==> config.mk <==
export PLATFORM = sky130hd
export DESIGN_NAME = index_tone_gen
export DESIGN_NICKNAME = d
export VERILOG_FILES = /design/src/rtl/index_tone_gen.sv
export SDC_FILE = /design/constraint.sdc
export NUM_CORES = 1
export LEC_CHECK = 0
export CAP_MARGIN = 15
export CORE_MARGIN = 5
export CORE_UTILIZATION = 45
export DETAILED_ROUTE_END_ITERATION = 8
export PLACE_DENSITY = 0.75
export SETUP_SLACK_MARGIN = 0.15
export SKIP_LAST_GASP = 1
export SYNTH_ARGS = -nofsm -noshare
export SYNTH_HDL_FRONTEND = slang
export SYNTH_SLANG_ARGS = --single-unit
==> constraint.sdc <==
create_clock -name clk -period 5.1 [get_ports clk]
set_input_delay 0.51 -clock clk [delete_from_list [all_inputs] [get_ports clk]]
set_output_delay 0.51 -clock clk [all_outputs]
set_load 0.1 [all_outputs]
==> src/rtl/index_tone_gen.sv <==
// index_tone_gen: turns an FFT bin index k into a frame-coherent offset-binary
// sine stream (phase = k*n mod 2^FFT_LEN_LOG2). Used as loop-back stimulus for
// the FFT peak-index detector. New indices take effect only on frame boundaries.
module index_tone_gen #(
  parameter int FFT_LEN_LOG2 = 8,
  parameter int DATA_W       = 12,
  parameter int AMP_SHIFT    = 0
) (
  input  logic                    clk,
  input  logic                    reset,
  input  logic                    clk_enable,
  input  logic [FFT_LEN_LOG2-1:0] index_in,
  input  logic                    index_valid,
  output logic                    index_ready,
  output logic [DATA_W-1:0]       tx_out,
  output logic                    valid_out,
  output logic                    frame_start,
  output logic                    ce_out
);

  localparam int L      = FFT_LEN_LOG2;
  localparam int SINE_W = 12;
  localparam logic [L-1:0] N_LAST = '1;
  localparam logic signed [DATA_W:0] MID = (DATA_W+1)'(2 ** (DATA_W - 1));

  // Quarter-wave table: round(2047*sin(2*pi*i/256)), i = 0..64.
  function automatic logic signed [SINE_W-1:0] quarter_rom(input logic [6:0] addr);
    logic signed [SINE_W-1:0] r;
    case (addr)
      7'd0:  r = 12'sd0;    7'd1:  r = 12'sd50;   7'd2:  r = 12'sd100;  7'd3:  r = 12'sd151;
      7'd4:  r = 12'sd201;  7'd5:  r = 12'sd251;  7'd6:  r = 12'sd300;  7'd7:  r = 12'sd350;
      7'd8:  r = 12'sd399;  7'd9:  r = 12'sd449;  7'd10: r = 12'sd497;  7'd11: r = 12'sd546;
      7'd12: r = 12'sd594;  7'd13: r = 12'sd642;  7'd14: r = 12'sd690;  7'd15: r = 12'sd737;
      7'd16: r = 12'sd783;  7'd17: r = 12'sd830;  7'd18: r = 12'sd875;  7'd19: r = 12'sd920;
      7'd20: r = 12'sd965;  7'd21: r = 12'sd1009; 7'd22: r = 12'sd1052; 7'd23: r = 12'sd1095;
      7'd24: r = 12'sd1137; 7'd25: r = 12'sd1179; 7'd26: r = 12'sd1219; 7'd27: r = 12'sd1259;
      7'd28: r = 12'sd1299; 7'd29: r = 12'sd1337; 7'd30: r = 12'sd1375; 7'd31: r = 12'sd1411;
      7'd32: r = 12'sd1447; 7'd33: r = 12'sd1483; 7'd34: r = 12'sd1517; 7'd35: r = 12'sd1550;
      7'd36: r = 12'sd1582; 7'd37: r = 12'sd1614; 7'd38: r = 12'sd1644; 7'd39: r = 12'sd1674;
      7'd40: r = 12'sd1702; 7'd41: r = 12'sd1729; 7'd42: r = 12'sd1756; 7'd43: r = 12'sd1781;
      7'd44: r = 12'sd1805; 7'd45: r = 12'sd1828; 7'd46: r = 12'sd1850; 7'd47: r = 12'sd1871;
      7'd48: r = 12'sd1891; 7'd49: r = 12'sd1910; 7'd50: r = 12'sd1927; 7'd51: r = 12'sd1944;
      7'd52: r = 12'sd1959; 7'd53: r = 12'sd1973; 7'd54: r = 12'sd1986; 7'd55: r = 12'sd1997;
      7'd56: r = 12'sd2008; 7'd57: r = 12'sd2017; 7'd58: r = 12'sd2025; 7'd59: r = 12'sd2032;
      7'd60: r = 12'sd2037; 7'd61: r = 12'sd2041; 7'd62: r = 12'sd2045; 7'd63: r = 12'sd2046;
      default: r = 12'sd2047;
    endcase
    return r;
  endfunction

  // Full-cycle sine from an 8-bit phase by quadrant folding of the table.
  function automatic logic signed [SINE_W-1:0] sine_lookup(input logic [7:0] p);
    logic [1:0] q;
    logic [6:0] addr;
    logic signed [SINE_W-1:0] r;
    q    = p[7:6];
    addr = q[0] ? (7'd64 - {1'b0, p[5:0]}) : {1'b0, p[5:0]};
    r    = quarter_rom(addr);
    return q[1] ? -r : r;
  endfunction

  // Scale and shift to offset binary; |s| <= 2047 keeps the result in 1..4095.
  function automatic logic [DATA_W-1:0] to_offset_binary(input logic signed [SINE_W-1:0] s);
    logic signed [DATA_W:0] ext;
    logic signed [DATA_W:0] sum;
    ext = {{(DATA_W + 1 - SINE_W){s[SINE_W-1]}}, s};
    sum = MID + (ext >>> AMP_SHIFT);
    return sum[DATA_W-1:0];
  endfunction

  logic [L-1:0] n_p0_q, n_p0_d, phase_p0_q, phase_p0_d;
  logic [L-1:0] inc_q, inc_d, pend_idx_q, pend_idx_d;
  logic         pending_q, pending_d;
  logic signed [SINE_W-1:0] s_p1_q, s_p1_d;
  logic         fs_p1_q, fs_p1_d, vld_p1_q, vld_p1_d;
  logic [DATA_W-1:0] tx_p2_q, tx_p2_d;
  logic         fs_p2_q, fs_p2_d, vld_p2_q, vld_p2_d;
  logic         boundary, take;

  assign boundary = (n_p0_q == N_LAST);
  assign take     = index_valid && !pending_q;

  // Next-state for index handshake and all three pipeline stages; holds when disabled.
  always_comb begin
    n_p0_d     = n_p0_q;
    phase_p0_d = phase_p0_q;
    inc_d      = inc_q;
    pend_idx_d = pend_idx_q;
    pending_d  = pending_q;
    s_p1_d     = s_p1_q;
    fs_p1_d    = fs_p1_q;
    vld_p1_d   = vld_p1_q;
    tx_p2_d    = tx_p2_q;
    fs_p2_d    = fs_p2_q;
    vld_p2_d   = vld_p2_q;
    if (clk_enable) begin
      // stage 0: sample counter, phase accumulator, index commit at frame boundary
      n_p0_d = n_p0_q + L'(1);
      if (boundary) begin
        phase_p0_d = '0;
        if (pending_q) begin
          inc_d     = pend_idx_q;
          pending_d = 1'b0;
        end
      end else begin
        phase_p0_d = phase_p0_q + inc_q;
      end
      // an index accepted on the boundary cycle waits for the next boundary
      if (take) begin
        pend_idx_d = index_in;
        pending_d  = 1'b1;
      end
      // stage 1: quarter-wave lookup
      s_p1_d   = sine_lookup(phase_p0_q[L-1 -: 8]);
      fs_p1_d  = (n_p0_q == '0);
      vld_p1_d = 1'b1;
      // stage 2: offset-binary output
      tx_p2_d  = to_offset_binary(s_p1_q);
      fs_p2_d  = fs_p1_q;
      vld_p2_d = vld_p1_q;
    end
  end

  // State registers; reset restarts the frame at n=0 with inc=0 and mid-scale output.
  always_ff @(posedge clk) begin
    if (reset) begin
      n_p0_q     <= '0;
      phase_p0_q <= '0;
      inc_q      <= '0;
      pend_idx_q <= '0;
      pending_q  <= 1'b0;
      s_p1_q     <= '0;
      fs_p1_q    <= 1'b0;
      vld_p1_q   <= 1'b0;
      tx_p2_q    <= MID[DATA_W-1:0];
      fs_p2_q    <= 1'b0;
      vld_p2_q   <= 1'b0;
    end else begin
      n_p0_q     <= n_p0_d;
      phase_p0_q <= phase_p0_d;
      inc_q      <= inc_d;
      pend_idx_q <= pend_idx_d;
      pending_q  <= pending_d;
      s_p1_q     <= s_p1_d;
      fs_p1_q    <= fs_p1_d;
      vld_p1_q   <= vld_p1_d;
      tx_p2_q    <= tx_p2_d;
      fs_p2_q    <= fs_p2_d;
      vld_p2_q   <= vld_p2_d;
    end
  end

  assign index_ready = !pending_q;
  assign tx_out      = tx_p2_q;
  assign valid_out   = vld_p2_q;
  assign frame_start = fs_p2_q;
  assign ce_out      = clk_enable;

endmodule
==> results.txt, run 1 <==
status - complete, no violations
Fin Clk Skew - 0.0111 ns
Post-synth EDFFs - 0
clock share of power - 40.4%
Leak - 1.96 nW
post-synth net total - 601
CP Launch Type - register
Initial Utilization - 46.0%
top cells by area, synth - dfxtp_1, mux2i_1, ha_1, nor2_1, a21oi_1
largest net degree at the start of global routing - 69
final WL - 11.5 mm
DPL Wire Length - 7.93 mm
share of the synthesized area in the top cell type - 27.2%
Post-Place Cells - 693
CP max FO - 11
Port Buffers - 27
number of global-route vias before repair - 4062
normalized max-slew margin - 34.0%
Reg2Reg Launch Point - phase_p0_q[0]$_SDFFE_PP0P_
number of max-cap violations - 0
Hold Crit Class - register to register
Worst EP required - 5.37 ns
Post-Syn Area - 4490 µm²
Post-Syn Area per Cell - 7.93 µm²
Pre-antenna DRT Iters - 5
latest clock arrival within the worst-skew pair - 0.35 ns
via density per instance - 6.08
Post-synth top flop - dfxtp_1
gr usage total - 19.5%
RSZ-0062 raised after global routing - false
fmax - 249 MHz
library cells used by synthesis - 74
CORE AREA - 9770 µm²
Worst Hold Depth - 1
Iteration-0 DRC Markers - 347
Fin. Hold Viols - 0
wire length per cell - 16.3 µm
Setup crit start - phase_p0_q[0]$_SDFFE_PP0P_
Worst Setup End Kind - register
clock root cell - clkbuf_8
Area growth, synth to finish - 10.8%
Synth Register Bits - 61
initial antenna violation count - 0
layout cells sized above 1 - 8.16%
wire length on met2 - 5.33 mm
fillers - 957
Hold Path End - s_p1_q[11]$_SDFFE_PP0P_
Tcrit/Tclk final - 78.9%
postcts setup bufs - 0
Comb pwr share - 7.7%
DR vias - 4312
cell-internal power - 0.700 mW
Die Y - 110 µm
Layout Cells excl Fill - 709
post-route setup TNS - 0 ns
Row Count - 36
commonest cells in the synthesized netlist - nor2_1, dfxtp_1, nand2_1
die area - 12100 µm²
CTS Buf Count - 9
WS Path Type - register to register
drc violations - 0
first-pass GRT wire length - 19.1 mm
num ports - 28
Ys Warns - 0
total power - 0.947 mW
Least-Margin Pin Slew - 0.987 ns
Seq pwr share - 51.9%
antenna fix cells - 0
grt total ovfl - 0
R2R setup slack - 1.08 ns
top-count cell post-synth - nor2_1
CTS max path bufs - 2
wl on met1 - 5.10 mm
final net count - 605
CTS tree - built
RD Place Congestion - 1.04
htree depth - 3
Mapped Cells - 567
post-cts resize count - 0
PwrDens - 190 nW/µm²
Worst Reg-to-Reg Cells - 16
Hold Startpoint - s_p1_q[11]$_SDFFE_PP0P_
shortest period the worst path allows - 4.02 ns
Die W - 110 µm
Clock transition at path regs - 0.08 ns
met3 routed WL - 758 µm
CTS Sinks - 61
worst path arrival time - 4.29 ns
final setup fails - 0
hold_buf cts - 0
switch share - 26.0%
sequential area share after synthesis - 27.2%
Net Sw Power - 0.247 mW
Antenna Nets Post-Route - 0
max-slew violations - 0
Synth area leader - dfxtp_1
reg2reg end - s_p1_q[8]$_SDFFE_PP0P_
top sig layer - met4
VDD IR-drop max - 0.141 mV
ys async rst share - 0%
-- state kept, by name (all words and copies together) (netlist names) --
| name | count |
|---|---|
| valid_out | 1 |
| fs_p1_q | 1 |
| s_p1_q | 12 |
| n_p0_q | 8 |
| pend_idx_q | 8 |
| vld_p1_q | 1 |
| inc_q | 8 |
| pending_q | 1 |
| phase_p0_q | 8 |
| tx_out | 12 |
| frame_start | 1 |
-- critical path, stage by stage (launching register included) --
cell and delay, ns:
dfxtp_1 0.34, inv_1 0.11, ha_1 0.42, nand2_1 0.10, o21ai_0 0.31, ha_1 0.51
and2_1 0.24, o21ai_0 0.19, nand3_1 0.11, o211ai_1 0.18, a31oi_1 0.15, and2_1 0.20
ha_1 0.18, and4bb_1 0.23, and2_1 0.18, or3_1 0.37, a31oi_1 0.12
-- power groups by stage --
| stage | clock network (mW) | registers (mW) | logic, mW |
|---|---|---|---|
| after global routing | 0.414 | 0.493 | 0.0787 |
| after global placement | 0 | 0.502 | 0.0721 |
| after CTS | 0.399 | 0.492 | 0.0733 |
| after detailed placement | 0 | 0.503 | 0.0729 |
| after floorplan | 0 | 0.512 | 0.0438 |
| final | 0.383 | 0.492 | 0.0725 |
-- stage by stage --
stage / hold slack, ns / setup slack, ns / utilization, % / instance area (µm²)
3_5_place_dp: 0.448 / 1.16 / 49.1 / 4800
2_1_floorplan: 0.427 / 1.22 / - / 4490
6_report: 0.462 / 1.08 / 50.9 / 4980
3_3_place_gp: 0.440 / 1.25 / 49.1 / 4800
4_1_cts: 0.461 / 1.12 / 50.9 / 4980
5_1_grt: 0.491 / 0.737 / 50.9 / 4980
-- placed cells by master (no fill, tap or decap), drive strengths merged, types with 4 or more instances in the layout --
master / count
nor2: 62
dfxtp: 61
nand2: 40
a21oi: 38
mux2i: 33
o21ai: 25
clkdlybuf4s50: 25
nand3: 22
ha: 21
buf: 17
inv: 16
nor3: 15
a211oi: 14
nand2b: 13
o211ai: 11
clkbuf: 11
nor2b: 10
a31oi: 9
nand4: 8
xor2: 8
xnor2: 8
nor4: 6
and2: 6
a21o: 5
a221oi: 5
nor3b: 5
nand3b: 4
a211o: 4
and3: 4
or3: 4
-- layout make-up --
cell class | instances | area, µm² | area share, %
clock buffers | 11 | 141 | 2.84
clock inverters | 5 | 36.3 | 0.729
inverters | 16 | 60.1 | 1.21
multi-input cells | 441 | 2980 | 59.9
flip-flops and latches | 61 | 1220 | 24.5
well taps | 133 | 166 | 3.34
repair buffers | 42 | 373 | 7.49
-- worst max path at each step --
stage,to,slack [ns],cells after the start
2_1_floorplan,s_p1_q[6]$_SDFFE_PP0P_,1.22,17
3_3_place_gp,s_p1_q[8]$_SDFFE_PP0P_,1.25,15
3_5_place_dp,s_p1_q[8]$_SDFFE_PP0P_,1.16,16
4_1_cts,s_p1_q[8]$_SDFFE_PP0P_,1.12,16
5_1_grt,s_p1_q[8]$_SDFFE_PP0P_,0.74,16
6_report,s_p1_q[8]$_SDFFE_PP0P_,1.08,16
-- routing by layer --
| layer | GRT usage, % | up-vias |
|---|---|---|
| met2 | 31.2 | 167 |
| met1 | 25.3 | 2022 |
| met4 | 6.68 | 0 |
| li1 | - | 2085 |
| met5 | 0 | - |
| met3 | 5.40 | 38 |
-- cells by family after synthesis --
family | Yosys count | synth area share (%)
buf+inv | 65 | 6.49
xor+xnor | 17 | 3.79
flops | 61 | 27.2
fa+ha+maj | 22 | 6.29
mux | 35 | 7.85
simple gates | 215 | 25.1
compound gates | 152 | 23.3
Note: power is estimated with default switching activity, not from simulation.
==> run 2, diff against run 1 <==
==> constraint.sdc (replaced) <==
create_clock -name clk -period 4.14 [get_ports clk]
set_input_delay 0.414 -clock clk [delete_from_list [all_inputs] [get_ports clk]]
set_output_delay 0.414 -clock clk [all_outputs]
set_load 0.1 [all_outputs]
==> run 2 against run 1 <==
  * Via count up 0.23%
  * Register-to-register slack got worse by 0.62 ns
  * Clock-buffer cell count shrank 2
  * Final cell count grew 0.71%
  * Non-clock buffer count increased by 5
  * Power rose by 30%
  * Maximum frequency up 9.2%
  * Sequential cell count did not move
  * Sequential share of layout area fell by 0.35 points
  * Design area grew 1.4%
  * Clock power up 40%
  * Highest routed layer unchanged
==> results.txt, run 2 (synthesis gave the netlist of run 1 again) <==
status - complete, no violations (unchanged)
Worst Setup End Kind - register (unchanged)
initial antenna violation count - 0 (unchanged)
WP buf/inv - 1 (unchanged)
Worst EP required - 4.41 ns (was 5.37 ns)
Hold Crit Class - input pin to register (was register to register)
Tcrit/Tclk final - 88.9% (was 78.9%)
CP Launch Type - register (unchanged)
final WL - 11.9 mm (was 11.5 mm)
layout cells sized above 1 - 9.12% (was 8.16%)
CP max stage delay - 0.47 ns (was 0.51 ns)
Iteration-0 DRC Markers - 379 (was 347)
most frequent cells in the layout - nor2_1, dfxtp_1, nand2_1 (unchanged)
normalized max-slew margin - 34.4% (was 34.0%)
wire length per cell - 16.7 µm (was 16.3 µm)
crit-path cells - inv_1 -> ha_1 -> nand2_1 -> o21ai_0 -> ha_1 -> and4b_1 -> a21oi_1 -> a221o_1 -> a31oi_1 -> and2_1 -> ha_1 -> and4bb_1 -> and2_1 -> or3_1 -> a31oi_1 (was inv_1 -> ha_1 -> nand2_1 -> o21ai_0 -> ha_1 -> and2_1 -> o21ai_0 -> nand3_1 -> o211ai_1 -> a31oi_1 -> and2_1 -> ha_1 -> and4bb_1 -> and2_1 -> or3_1 -> a31oi_1)
final net count - 610 (was 605)
Pre-antenna DRT Iters - 5 (unchanged)
latest clock arrival within the worst-skew pair - 0.35 ns (about the same)
GRT busiest layer - met2 (unchanged)
shortest period the worst path allows - 3.68 ns (was 4.02 ns)
Port Buffers - 27 (unchanged)
CTS max path bufs - 2 (unchanged)
num ports - 28 (unchanged)
Initial Utilization - 46.0% (unchanged)
CORE AREA - 9770 µm² (unchanged)
die area - 12100 µm² (unchanged)
clock root cell - clkbuf_8 (unchanged)
Row Count - 36 (unchanged)
Clock transition at path regs - 0.08 ns (about the same)
WS Path Type - register to register (unchanged)
post-route setup TNS - 0 ns (unchanged)
fmax - 272 MHz (was 249 MHz)
VDD IR-drop max - 0.254 mV (was 0.141 mV)
slowest CP cell - ha_1 (unchanged)
final setup fails - 0 (unchanged)
post-cts resize count - 0 (unchanged)
met3 GRT Util - 3.70% (was 5.40%)
via density per instance - 6.05 (was 6.08)
met2 Resource Use GR - 32.4% (was 31.2%)
max-slew violations - 0 (unchanged)
cell family with most CP delay - simple AND/OR/NAND/NOR gates (unchanged)
antenna fix cells - 0 (unchanged)
Antenna Nets Post-Route - 0 (unchanged)
number of global-route vias before repair - 4068 (was 4062)
largest net degree at the start of global routing - 69 (unchanged)
drc violations - 0 (unchanged)
RSZ-0062 raised after global routing - false (unchanged)
PwrDens - 244 nW/µm² (was 190 nW/µm²)
Die Y - 110 µm (unchanged)
worst path arrival time - 3.96 ns (was 4.29 ns)
CTS tree - built (unchanged)
Area growth, synth to finish - 12.4% (was 10.8%)
hold_buf cts - 0 (unchanged)
CTS Sinks - 61 (unchanged)
Fin Clk Skew - 0.0120 ns (was 0.0111 ns)
post-route design area - 5050 µm² (was 4980 µm²)
Leak - 2.01 nW (was 1.96 nW)
cell mode on critical path - ha_1
DR vias - 4322 (was 4312)
postcts setup bufs - 0 (unchanged)
most common cell after layout, fill and taps aside - nor2_1 (unchanged)
first-pass GRT wire length - 19.5 mm (was 19.1 mm)
Fin. Hold Viols - 0 (unchanged)
grt total ovfl - 0 (unchanged)
RD Place Congestion - 0.951 (was 1.04)
Cell Area, Placed - 4830 µm² (was 4800 µm²)
DPL Wire Length - 8.28 mm (was 7.93 mm)
Least-Margin Pin Slew - 0.981 ns (was 0.987 ns)
htree depth - 3 (unchanged)
CP max FO - 9 (was 11)
Die W - 110 µm (unchanged)
CTS Buf Count - 9 (unchanged)
gr usage total - 20.1% (was 19.5%)
number of max-cap violations - 0 (unchanged)
GR Util met1 - 25.9% (was 25.3%)
run 2: path summary, 6_finish.rpt:
check	from	to	slack, ns	cells past startpoint
setup / recovery	phase_p0_q[0]$_SDFFE_PP0P_	s_p1_q[8]$_SDFFE_PP0P_	0.46	15
hold reg to reg	s_p1_q[11]$_SDFFE_PP0P_	s_p1_q[11]$_SDFFE_PP0P_	0.46	1
setup reg to reg	phase_p0_q[0]$_SDFFE_PP0P_	s_p1_q[8]$_SDFFE_PP0P_	0.46	15
hold / removal	reset	tx_out[6]$_SDFFE_PP0P_	0.43	2
run 2: layout make-up:
class / count / area, µm²
clock inverters: 7 / 75.1
fillers: 936 / 4720
inverters: 16 / 60.1
multi-input cells: 441 / 2980
repair buffers: 47 / 423
well taps: 133 / 166
flip-flops and latches: 61 / 1220
clock buffers: 9 / 124
run 2: worst reg2reg max path: stages, from the launching register on:
cell      delay [ns]
dfxtp_1         0.33
inv_1           0.10
ha_1            0.34
nand2_1         0.07
o21ai_0         0.17
ha_1            0.47
and4b_1         0.23
a21oi_1         0.30
a221o_1         0.21
a31oi_1         0.10
and2_1          0.21
ha_1            0.18
and4bb_1        0.23
and2_1          0.18
or3_1           0.37
a31oi_1         0.13
run 2: per-layer routing:
layer | share of wire [%] | vias up
li1 | - | 2094
met1 | 44 | 2048
met2 | 47 | 142
met3 | 5.2 | 38
met4 | 3.5 | 0
met5 | 0 | -
run 2: per-stage QoR:
stage | instances | power, mW | setup WS (ns) | util, % | hold slack (ns)
floorplan | 567 | 0.684 | 0.255 | - | 0.427
global placement | 697 | 0.706 | 0.596 | 49.4 | 0.445
detailed placement | 697 | 0.709 | 0.480 | 49.4 | 0.443
CTS | 713 | 1.24 | 0.470 | 51.5 | 0.462
global route | 714 | 1.28 | 0.165 | 51.7 | 0.454
finish | 714 | 1.23 | 0.458 | 51.7 | 0.429
run 2: power by group:
part	switching, mW	internal (mW)
sequential	0.00717	0.598
combinational	0.0597	0.0328
clock	0.255	0.281
